$ cat src/rtl/mips_defs.sv
// Shared MIPS pipeline definitions: reset vector, next-PC source codes, nop word.
package mips_defs;

  localparam logic [31:0] MIPS_RESET_PC = 32'h0000_3000;
  localparam logic [31:0] NOP_WORD      = 32'h0000_0000;

  typedef enum logic [1:0] {
    NPC_SEQ = 2'b00,
    NPC_BR  = 2'b01,
    NPC_J   = 2'b10,
    NPC_JR  = 2'b11
  } npc_sel_e;

  // Branch displacement in bytes: sign-extended word offset.
  function automatic logic [31:0] br_offset(input logic [15:0] imm16);
    return {{14{imm16[15]}}, imm16, 2'b00};
  endfunction

endpackage

$ cat src/rtl/npc.sv
// Combinational next-PC selection for the fetch stage.
module npc
  import mips_defs::*;
(
  input  logic [31:0] pc,
  input  logic [31:0] ifid_pc4,
  input  logic [1:0]  npc_sel,
  input  logic        br_taken,
  input  logic [15:0] imm16,
  input  logic [25:0] instr_index,
  input  logic [31:0] jr_target,
  output logic [31:0] next_pc
);

  logic [31:0] pc_plus4;

  // Pick the next fetch address; branch/jump bases are the delay-slot address.
  always_comb begin
    pc_plus4 = pc + 32'd4;
    next_pc  = pc_plus4;
    case (npc_sel_e'(npc_sel))
      NPC_SEQ: next_pc = pc_plus4;
      NPC_BR:  next_pc = br_taken ? (ifid_pc4 + br_offset(imm16)) : pc_plus4;
      NPC_J:   next_pc = {ifid_pc4[31:28], instr_index, 2'b00};
      NPC_JR:  next_pc = jr_target;
    endcase
  end

endmodule

$ cat src/rtl/fetch_unit.sv
// Instruction-fetch stage: program counter, fetch fault check and IF/ID register.
module fetch_unit
  import mips_defs::*;
#(
  parameter logic [31:0] RESET_PC = MIPS_RESET_PC,
  parameter int unsigned IM_WORDS = 4096
) (
  input  logic        clk,
  input  logic        reset,
  input  logic        stall,
  input  logic [1:0]  npc_sel,
  input  logic        br_taken,
  input  logic [15:0] imm16,
  input  logic [25:0] instr_index,
  input  logic [31:0] jr_target,
  output logic [31:0] pc,
  input  logic [31:0] im_data,
  output logic [31:0] ifid_instr,
  output logic [31:0] ifid_pc4,
  output logic [31:0] ifid_pc8,
  output logic        ifid_exc
);

  localparam logic [31:0] PC_LAST = RESET_PC + 32'(4 * IM_WORDS) - 32'd4;

  logic [31:0] next_pc;
  logic        fault;

  npc u_npc (
    .pc          (pc),
    .ifid_pc4    (ifid_pc4),
    .npc_sel     (npc_sel),
    .br_taken    (br_taken),
    .imm16       (imm16),
    .instr_index (instr_index),
    .jr_target   (jr_target),
    .next_pc     (next_pc)
  );

  // Flag fetches that are misaligned or outside instruction memory.
  always_comb begin
    fault = (pc[1:0] != 2'b00) || (pc < RESET_PC) || (pc > PC_LAST);
  end

  // Advance PC and load IF/ID; the delay slot is always latched, never flushed.
  always_ff @(posedge clk or posedge reset) begin
    if (reset) begin
      pc         <= RESET_PC;
      ifid_instr <= '0;
      ifid_pc4   <= '0;
      ifid_pc8   <= '0;
      ifid_exc   <= 1'b0;
    end else if (!stall) begin
      pc         <= next_pc;
      ifid_instr <= fault ? NOP_WORD : im_data;
      ifid_pc4   <= pc + 32'd4;
      ifid_pc8   <= pc + 32'd8;
      ifid_exc   <= fault;
    end
  end

endmodule

$ cat config.mk
export PLATFORM = sky130hd
export DESIGN_NAME = fetch_unit
export DESIGN_NICKNAME = d
export VERILOG_FILES = /design/src/rtl/mips_defs.sv /design/src/rtl/npc.sv /design/src/rtl/fetch_unit.sv
export SDC_FILE = /design/constraint.sdc
export NUM_CORES = 1
export LEC_CHECK = 0
export CORE_ASPECT_RATIO = 0.7
export CORE_MARGIN = 3
export CORE_UTILIZATION = 29
export DETAILED_ROUTE_END_ITERATION = 7
export PLACE_DENSITY_LB_ADDON = 0.1
export SLEW_MARGIN = 30
export SYNTH_ARGS = -nofsm -noshare
export SYNTH_HDL_FRONTEND = slang
export SYNTH_HIERARCHICAL = 1
export SYNTH_SLANG_ARGS = --single-unit
$ cat constraint.sdc
create_clock -name clk -period 3.7 [get_ports clk]
set_input_delay 0.555 -clock clk [delete_from_list [all_inputs] [get_ports clk]]
set_output_delay 0.555 -clock clk [all_outputs]
set_load 0.02 [all_outputs]
# After elaboration in Yosys (flattened, before gate mapping)

Index checks and enable logic that the tools add are counted.

$add $sub $neg: 3
Multiply operators: 0
Div/mod/pow operators: 0
$lt $le $gt $ge: 2
Equality and inequality tests: 3
Shift-type cells: 0
Muxes and demuxes: 3
Bitwise gates (word level): 0
Reduce and logical (&&, ||, !) cells: 4

Operators with widths:

| operator                | number |
|---|---|
| $pmux W32 S4            | 1 |
| $mux W32                | 2 |
| $add A32 B3 Y32 const B | 1 |
| $add A32 B32 Y32        | 1 |
| $add A32 B4 Y32 const B | 1 |
| $gt A32 B15 Y1 const B  | 1 |
| $lt A32 B14 Y1 const B  | 1 |
| $eq A2 B2 Y1 const B    | 2 |
| $eq A2 B1 Y1 const B    | 1 |
| $logic_not A2 Y1        | 1 |
| $logic_or A1 B1 Y1      | 2 |
| $reduce_bool A2 Y1      | 1 |

Flip-flop bits (word level): 129
Latch bits: 0
Memory bits (writable): 0
Bits in read-only memories: 0
Bits of input ports: 112
Output and inout port bits: 129
Logic and storage cells: 20
Memories: 0

# Longest topological paths before layout

Gate-level depths: netlist (run 1).

Depth after elaboration: 4
Gate-level depth with buffers: 11
Gate-level depth less buffers: 11

# Cells and area by module

The synthesis (run 1) kept the hierarchy.

By module, submodules not included:

| module     | instances | cells an instance | area each (um^2) | sequential area each (um^2) |
|---|---|---|---|---|
| fetch_unit | 1         | 561               | 6003.3           | 3180.6 |
| npc        | 1         | 472               | 3110.5           | 0.0 |

# Worst setup path before layout (run 1)

No wires, ideal clock.

Path type: input -> register
Start point: in imm16[7]
End point: reg pc[25]
Library setup time: 125 ps
Arrival time: 2820 ps
Required time: 3575 ps
Setup slack: 755 ps
Cell stages on the path: 10
Buffers on the path: 0
Cell sequence: ha_1 > a21o_1 > a31o_2 > or3_1 > o211ai_2 > nand3b_1 > xnor2_1 > a21oi_1 > mux4_2 > mux2_2

Longest elaborated chain between the ends: 3

RTL lines:

| what                 | line             | source |
|---|---|---|
| start, declared      | fetch_unit.sv:13 | `input logic [15:0] imm16,` |
| $add A32 B32 Y32     | npc.sv:23        | `NPC_BR: next_pc = br_taken ? (ifid_pc4 + br_offset(imm16)) : pc_plus4;` |
| $mux W32             | npc.sv:23        |  |
| $pmux W32 S4         | npc.sv:21        | `case (npc_sel_e'(npc_sel))` |
| via next_pc[25]      | fetch_unit.sv:26 | `logic [31:0] next_pc;` |
| end signal, assigned | fetch_unit.sv:54 | `pc <= next_pc;` |
| end, declared        | fetch_unit.sv:16 | `output logic [31:0] pc,` |

The timed path passes the listed nets, and every way through them passes these cells.
A chain may end at the register's enable or synchronous reset.

# Worst setup path after layout (run 1)

Start point: in imm16[0]
End point: reg pc[28]

Same word-level chain as after synthesis.

==> results of run 1 <==
==> stage by stage <==
stage | cells | instance area, um^2
6_report | 1707 | 12860
5_1_grt | 1707 | 12860
4_1_cts | 1707 | 12860
3_5_place_dp | 1676 | 12260
3_3_place_gp | 1676 | 12260
2_1_floorplan | 1033 | 9117
==> layer usage <==
metal,routed length (um),global-route usage [%],vias up
met2,15640,30.90,346
li1,-,-,4383
met1,18510,33.61,4651
met5,0,0,-
met4,527,5.587,0
met3,3130,6.206,32
==> flip-flops by register name (all words and copies together), names as in the netlist <==
register / count
pc: 32
ifid_instr: 32
ifid_pc4: 32
ifid_pc8: 30
ifid_exc: 1
==> critical path, delay by kind of cell <==
family	cells	cell delay, ns
AOI/OAI and AO/OA	4	1.30
adders and majority gates	2	0.40
buffers and inverters	1	0.48
muxes	1	0.18
and+or+nand+nor	4	0.73
==> cell usage after synthesis, drive strengths merged, types with 25 or more instances <==
library cell | instances | area, um^2
mux2 | 40 | 450.4
nand3 | 55 | 275.3
nor2 | 64 | 240.2
a21oi | 62 | 310.3
ha | 32 | 400.4
a32o | 32 | 320.3
clkbuf | 50 | 190.2
buf | 25 | 108.9
nand4 | 27 | 183.9
dfrtp | 125 | 3128
xor2 | 31 | 279.0
o21ai | 80 | 400.4
nand2 | 97 | 364.1
xnor2 | 50 | 437.9
==> cells by family after synthesis <==
kind of cell	after synthesis	synth area share, %
compound gates	274	20.07
xor+xnor	81	7.867
fa+ha+maj	33	4.613
buf+inv	88	3.816
flops	127	34.90
mux	54	7.441
simple gates	376	21.29
==> power groups by stage <==
stage	sequential (mW)	clock, mW	combinational [mW]
5_1_grt	2.15	1.88	4.00
6_report	2.10	1.78	3.71
3_3_place_gp	2.12	0	3.67
2_1_floorplan	2.35	0	1.78
4_1_cts	2.10	1.83	3.70
3_5_place_dp	2.12	0	3.68
==> worst max path at each step <==
stage | from | endpoint | slack [ns]
6_report | imm16[0] | pc[28] | 0.44
5_1_grt | imm16[0] | pc[28] | 0.25
4_1_cts | imm16[0] | pc[28] | 0.51
3_5_place_dp | imm16[15] | pc[25] | 0.04
3_3_place_gp | imm16[0] | pc[28] | 0.06
2_1_floorplan | imm16[7] | pc[25] | 0.76
==> layout make-up <==
type | count | share of cell area [%]
well taps | 412 | 4.009
clock inverters | 9 | 1.051
repair buffers | 306 | 22.74
flip-flops and latches | 127 | 24.73
multi-input cells | 818 | 43.45
inverters | 13 | 0.4086
clock buffers | 22 | 3.610
==> flow_summary.yaml, run 1 <==
route:
  ant_nets: 0
  drt-pass1-iter-count: 6
  vias_per_cell: 5.514
  routedWlPerCell_um: 22.15
  drt_iter0_drc: 824
  wl_um: 37810
  vias: 9412
  drcViolationCount: 0
sta:
  timing.final.max_slew_violations: 0
  period_share_pct: 88.03
  whs_ns: 0.4817
  hold_viol_final: 0
  tns_ns: 0
  tightest_slew_ns: 0.8602
  setup_viol: 0
  post-route-min-period_ns: 3.257
  final.setup.worst_slack_ns: 0.4429
  clock.fmax_ghz: 0.3070
  finClkSkew_ns: 0.01166
  max_slew_margin_pct: 42.13
  rsz0062_at_grt: "no"
setup_path:
  end_kind: "register"
  r2r_end: "pc[25]"
  crit_fanout: 3
  r2r_cells: 11
  cp-start-kind: "input pin"
  r2r_slack_ns: 0.61
  slowest_stage: "o31ai_1"
  reg2reg_from: "ifid_pc4[6]"
  worstPathArrival_ns: 3.64
  cp.required_ns: 4.08
  criticalPathCategory: "in2reg"
  path_cells: "clkdlybuf4s50_1 > ha_1 > fa_1 > a21o_1 > nand4_1 > a21oi_1 > nor4_1 > o31ai_1 > nand3_1 > and3_1 > o31ai_1 > mux2_2"
  cp_common_cell: "o31ai_1"
  max_stage_delay_ns: 0.57
cells_and_area:
  final_cell_mix: "clkdlybuf4s50_1 (239), dfrtp_1 (125), nand2_1 (97), o21ai_0 (80), buf_4 (64)"
  finalNetCount: 1428
  n_antenna_cell: 0
  synthToLayoutAreaGrowth_pct: 41.10
  final_util_pct: 42.16
  fillers: 3003
  multiInputGateArea_um2: 5588
  register_area_um2: 3181
  final_common_cell: "clkdlybuf4s50_1"
  layout-drive-gt1-share_pct: 12.20
min_path:
  hp-class: "reg2reg"
  min_to: "ifid_pc8[14]"
  min_from: "ifid_pc8[14]"
  holdPathStages: 2
clock_network:
  cts_resized: 0
  clk_pin_slew_ns: 0.06
  cts_buffer_depth: 2
  cts_buffers: 17
  clock_latency_ns: 0.45
  h-tree-depth: 4
  cts_tree: "built"
  cts_hold_buffers: 0
  clock-sinks: 127
  cts_setup_buffers: 0
  cts_root_buf: "clkbuf_16"
logic_synthesis:
  synthArstFlopShare_pct: 100.0
  synth_ff_type: "dfrtp_1"
  syn-cell-area_um2: 9114
  ys_ff_latch: 127
  syn_inst: 1033
  syn_area_per_cell_um2: 8.823
  synth_edf_count: 0
  yosys_warnings: 6
  syn-num-nets: 1178
  synth_cell_type_count: 72
  seq_area_frac_synth_pct: 34.90
placement:
  gp_congestion: 0.8597
  io_buffers: 240
  hpwl_um: 28080
  post-place-ws_ns: 0.04058
floorplan:
  core_area_um2: 30500
  fp-row-count: 53
  dieArea_um2: 33620
  num_io_pins: 241
  initial_core_util_pct: 29.88
  die_y_um: 154.3
  die_width_um: 217.9
status:
  status: "complete, no violations"
power:
  static-leakage-power_nw: 5.127
  p_int_mw: 4.423
  p_sw_mw: 3.171
  finalPower_mw: 7.594
  p_seq_share_pct: 27.7
  clkPwrFrac_pct: 23.5
  ir_drop_mv: 0.2912
  power_density_nw_per_um2: 590.5
  switching_share_pct: 41.75
  combPwrFrac_pct: 48.8
global_route:
  antenna_found_initial: 0
  grt_overflow: 0
  grt_pass1_wl_um: 57060
  grt_pass1_vias: 8970
  grt_max_degree: 128
  grt_usage_pct: 22.25
flow_run:
  maxCapViolations: 0
Power figures use the tool's default switching activity.
==> inputs of run 2 (changes only) <==
--- a/config.mk
+++ b/config.mk
@@ -5,13 +5,16 @@
 export SDC_FILE = /design/constraint.sdc
 export NUM_CORES = 1
 export LEC_CHECK = 0
+export ABC_CLOCK_PERIOD_IN_PS = 3700
 export CORE_ASPECT_RATIO = 0.7
 export CORE_MARGIN = 3
 export CORE_UTILIZATION = 29
 export DETAILED_ROUTE_END_ITERATION = 7
+export GPL_TIMING_DRIVEN = 0
 export PLACE_DENSITY_LB_ADDON = 0.1
 export SLEW_MARGIN = 30
 export SYNTH_ARGS = -nofsm -noshare
 export SYNTH_HDL_FRONTEND = slang
 export SYNTH_HIERARCHICAL = 1
 export SYNTH_SLANG_ARGS = --single-unit
+export TNS_END_PERCENT = 100
==> flow_summary.yaml, run 2 (synthesized netlist as in run 1, its figures left out) <==
status:
  status: "complete, no violations"
clock_network:
  h-tree-depth: 4
  clock_latency_ns: 0.44
  cts_root_buf: "clkbuf_16"
  cts_buffers: 17
  cts_tree: "built"
  clk_pin_slew_ns: 0.06
  clock-sinks: 127
  cts_hold_buffers: 0
  cts_buffer_depth: 2
global_route:
  grt_max_degree: 29
  grt_pass1_vias: 9147
  antenna_found_initial: 0
  grt_overflow: 0
  grt_usage_pct: 23.68
  grt_pass1_wl_um: 59950
placement:
  gp_congestion: 0.9503
  hpwl_um: 31570
  post-place-ws_ns: -0.6491
  io_buffers: 239
route:
  drcViolationCount: 0
  wl_um: 40260
  drt-pass1-iter-count: 5
  drt_iter0_drc: 907
  vias: 9592
  routedWlPerCell_um: 23.38
  ant_nets: 0
  vias_per_cell: 5.570
cells_and_area:
  fillers: 3118
  layout-drive-gt1-share_pct: 8.473
  register_area_um2: 3181
  finalNetCount: 1442
  multiInputGateArea_um2: 5595
  final_cell_mix: "clkdlybuf4s50_1 (238), dfrtp_1 (125), nand2_1 (97), o21ai_0 (79), nor2_1 (64)"
  synthToLayoutAreaGrowth_pct: 39.50
  n_antenna_cell: 0
  final_util_pct: 41.68
  largestRegisters: "ifid_instr (32), ifid_pc4 (32), pc (32)"
  final_common_cell: "clkdlybuf4s50_1"
floorplan:
  die_width_um: 217.9
  dieArea_um2: 33620
  initial_core_util_pct: 29.88
  num_io_pins: 241
  core_area_um2: 30500
  fp-row-count: 53
  die_y_um: 154.3
setup_path:
  max_stage_delay_ns: 0.53
  cp-start-kind: "input pin"
  criticalPathCategory: "in2reg"
  end_kind: "register"
  cp.required_ns: 4.02
  r2r_slack_ns: 0.25
  crit_fanout: 3
  path_cells: "clkdlybuf4s50_1 > ha_1 > fa_1 > a21o_1 > nand4_1 > a21oi_1 > nor4_1 > o31ai_1 > a21boi_0 > xor2_1 > o21ai_0 > mux2_2"
  slowest_stage: "nor4_1"
  worstPathArrival_ns: 3.90
flow_run:
  maxCapViolations: 0
sta:
  period_share_pct: 96.73
  tightest_slew_ns: 0.9731
  tns_ns: 0
  final.setup.worst_slack_ns: 0.1211
  rsz0062_at_grt: "no"
  post-route-min-period_ns: 3.579
  setup_viol: 0
  max_slew_margin_pct: 34.53
  hold_viol_final: 0
  timing.final.max_slew_violations: 0
  clock.fmax_ghz: 0.2794
  finClkSkew_ns: 0.01304
power:
  static-leakage-power_nw: 4.956
  finalPower_mw: 7.342
  ir_drop_mv: 0.2968
  power_density_nw_per_um2: 577.5
min_path:
  hp-class: "in2async"
run 2: cell count changes in the layout (fill, tap and decap cells not counted), sizes merged:
cell and change:
buf -36, clkbuf +52, bufinv -3, clkdlybuf4s50 -1
clkinv +3
run 2: critical path, delay by kind of cell:
kind            cells  cell delay, ns
fa+ha+maj           2            0.66
xor+xnor            1            0.32
buf+inv             1            0.41
simple gates        2            0.65
compound gates      5            1.03
mux                 1            0.27
run 2: power breakdown:
group	switching (mW)	internal, mW
Sequential	0.503	1.68
Combinational	2.00	1.55
Clock	0.687	0.924
Total	3.19	4.15
run 2: worst paths after layout:
path                         startpoint        endpoint  depth (start not counted)
max reg2reg                 ifid_pc4[2]          pc[24]                         11
max in group asynchronous         reset           pc[9]                          6
min reg2reg                ifid_pc8[10]    ifid_pc8[10]                          2
min                               reset  ifid_instr[18]                          2
min in group clk           ifid_pc8[10]    ifid_pc8[10]                          2
max                            imm16[0]          pc[24]                         12
run 2: through the flow:
stage | std cells | hold slack (ns) | area [um^2]
floorplan | 1033 | 0.5929 | 9117
global placement | 1684 | 0.4717 | 12030
detailed placement | 1690 | 0.4736 | 12160
CTS | 1722 | 0.3170 | 12710
global route | 1722 | 0.3207 | 12710
finish | 1722 | 0.3438 | 12710
run 2: timing repair:
action / in CTS / in global routing
setup buffers: 0 / 0
resized for setup: 1 / 3
setup endpoints to repair: 1 / 2
run 2: final cells by class:
class	instances	area share (%)
Buffer	75	2.352
Sequential cell	127	25.02
Inverter	13	0.4133
Multi-Input combinational cell	818	44.01
Clock inverter	9	0.4724
Timing Repair Buffer	245	19.84
Clock buffer	23	3.838
Tap cell	412	4.055
run 2: layer usage:
layer | up-vias | wire, um | share of wire (%) | global-route usage [%]
li1 | 4415 | - | - | -
met5 | - | 0 | 0 | 0
met3 | 22 | 3528 | 8.8 | 7.031
met1 | 4778 | 19600 | 49 | 35.92
met4 | 0 | 401 | 1.0 | 3.818
met2 | 377 | 16730 | 42 | 33.43
==> inputs of run 3 (changes only) <==
--- a/config.mk
+++ b/config.mk
@@ -9,6 +9,7 @@
 export CORE_ASPECT_RATIO = 0.7
 export CORE_MARGIN = 3
 export CORE_UTILIZATION = 29
+export CTS_BUF_LIST = sky130_fd_sc_hd__clkbuf_4 sky130_fd_sc_hd__clkbuf_8
 export DETAILED_ROUTE_END_ITERATION = 7
 export GPL_TIMING_DRIVEN = 0
 export PLACE_DENSITY_LB_ADDON = 0.1
==> flow_summary.yaml, run 3 (synthesized netlist as in run 1, its figures left out) <==
clock_network:
  clock-sinks: 127
  cts_buffer_depth: 2
  cts_root_buf: "clkbuf_8"
  clock_latency_ns: 0.49
  cts_setup_buffers: 0
  cts_hold_buffers: 0
  cts_buffers: 17
  clk_pin_slew_ns: 0.08
  cts_tree: "built"
  h-tree-depth: 4
  cts_resized: 1
global_route:
  grtUsageMet3_pct: 7.364
  grt_max_degree: 29
  grt_overflow: 0
  use_met1_pct: 35.94
  antenna_found_initial: 0
  gr-usage-met2_pct: 33.30
  grt_usage_pct: 23.76
  grt_pass1_vias: 9141
  grt_pass1_wl_um: 59970
  grt.busiest_layer: "met1"
sta:
  timing.final.max_slew_violations: 0
  post-route-min-period_ns: 3.592
  period_share_pct: 97.09
  clock.fmax_ghz: 0.2784
  tns_ns: 0
  hold_viol_final: 0
  finClkSkew_ns: 0.02027
  setup_viol: 0
  rsz0062_at_grt: "no"
  max_slew_margin_pct: 35.23
  tightest_slew_ns: 0.9626
cells_and_area:
  fillers: 3135
  final_cell_mix: "clkdlybuf4s50_1 (238), dfrtp_1 (125), nand2_1 (97), o21ai_0 (80), nor2_1 (64)"
  final_common_cell: "clkdlybuf4s50_1"
  finalNetCount: 1442
  design_area_um2: 12530
  synthToLayoutAreaGrowth_pct: 37.51
  largestRegisters: "ifid_instr (32), ifid_pc4 (32), pc (32)"
  multiInputGateArea_um2: 5595
  register_area_um2: 3181
  layout-drive-gt1-share_pct: 8.626
power:
  power_density_nw_per_um2: 550.8
  finalPower_mw: 6.903
  ir_drop_mv: 0.2337
  static-leakage-power_nw: 4.875
route:
  routedWlPerCell_um: 23.25
  drt_iter0_drc: 983
  drcViolationCount: 0
  wl_um: 40050
  vias_per_cell: 5.583
  vias: 9619
  drt-pass1-iter-count: 5
  ant_nets: 0
setup_path:
  end_kind: "register"
  crit_fanout: 3
  cp.required_ns: 4.07
  criticalPathCategory: "in2reg"
  cp-start-kind: "input pin"
  reg2reg_from: "ifid_pc4[2]"
  worstPathArrival_ns: 3.96
  critPathLaunch: "imm16[0]"
floorplan:
  dieArea_um2: 33620
  die_width_um: 217.9
  num_io_pins: 241
  core_area_um2: 30500
  initial_core_util_pct: 29.88
  die_y_um: 154.3
  fp-row-count: 53
flow_run:
  maxCapViolations: 0
placement:
  placed_area_um2: 12160
  io_buffers: 239
  gp_congestion: 0.9503
  hpwl_um: 31570
min_path:
  hp-class: "in2async"
status:
  status: "complete, no violations"
## run 3: cell count changes in the layout (fill, tap and decap cells not counted)
cell | previous run | this run
clkbuf_8 | 4 | 21
diode_2 | 0 | 1
o21ai_0 | 79 | 80
clkbuf_16 | 17 | 0
o21ai_1 | 1 | 0
clkbuf_1 | 50 | 48
clkbuf_4 | 0 | 2
## run 3: per-layer routing
metal | vias to the layer above | part of all wire (%) | routed length (um)
li1 | 4414 | - | -
met1 | 4765 | 48 | 19380
met3 | 30 | 9.1 | 3638
met4 | 0 | 1.1 | 427
met2 | 410 | 41 | 16610
met5 | - | 0 | 0
## run 3: critical path, cell delays in order
cell,delay [ns]
clkdlybuf4s50_1,0.41
ha_1,0.24
fa_1,0.42
a21o_1,0.22
nand4_1,0.12
a21oi_1,0.14
nor4_1,0.57
o31ai_1,0.30
a21boi_0,0.28
xor2_1,0.33
o21ai_0,0.12
mux2_2,0.27
## run 3: power breakdown
part	switching (mW)	internal (mW)
clock	0.637	0.546
combinational	2.00	1.55
sequential	0.501	1.68
## run 3: per-stage QoR
step	instances	util, %	worst slack, ns	hold slack [ns]
4_1_cts	1722	41.05	0.1602	0.2411
3_5_place_dp	1690	39.86	-0.6491	0.4736
6_report	1723	41.08	0.1076	0.2830
3_3_place_gp	1684	39.42	-0.6618	0.4717
5_1_grt	1722	41.07	0.06870	0.2356
2_1_floorplan	1033	-	0.7554	0.5929
## run 3: final cells by class
class                      count  share of cell area [%]
timing repair buffer         245                   20.13
clock buffer                  23                   2.426
clock inverter                 9                  0.4792
tap                          412                   4.113
multi-input combinational    818                   44.65
inverter                      13                  0.4193
buffer                        75                   2.386
antenna                        1                 0.01997
sequential                   127                   25.38
## run 3: path summary, 6_finish.rpt
kind                             endpoint  slack (ns)  cells after the start
max                                pc[24]        0.11                     12
min                        ifid_instr[18]        0.28                      2
max reg2reg                        pc[24]        0.17                     11
min reg2reg                  ifid_pc8[10]        0.48                      2
max in group asynchronous           pc[9]        2.52                      6
min in group clk             ifid_pc8[10]        0.48                      2
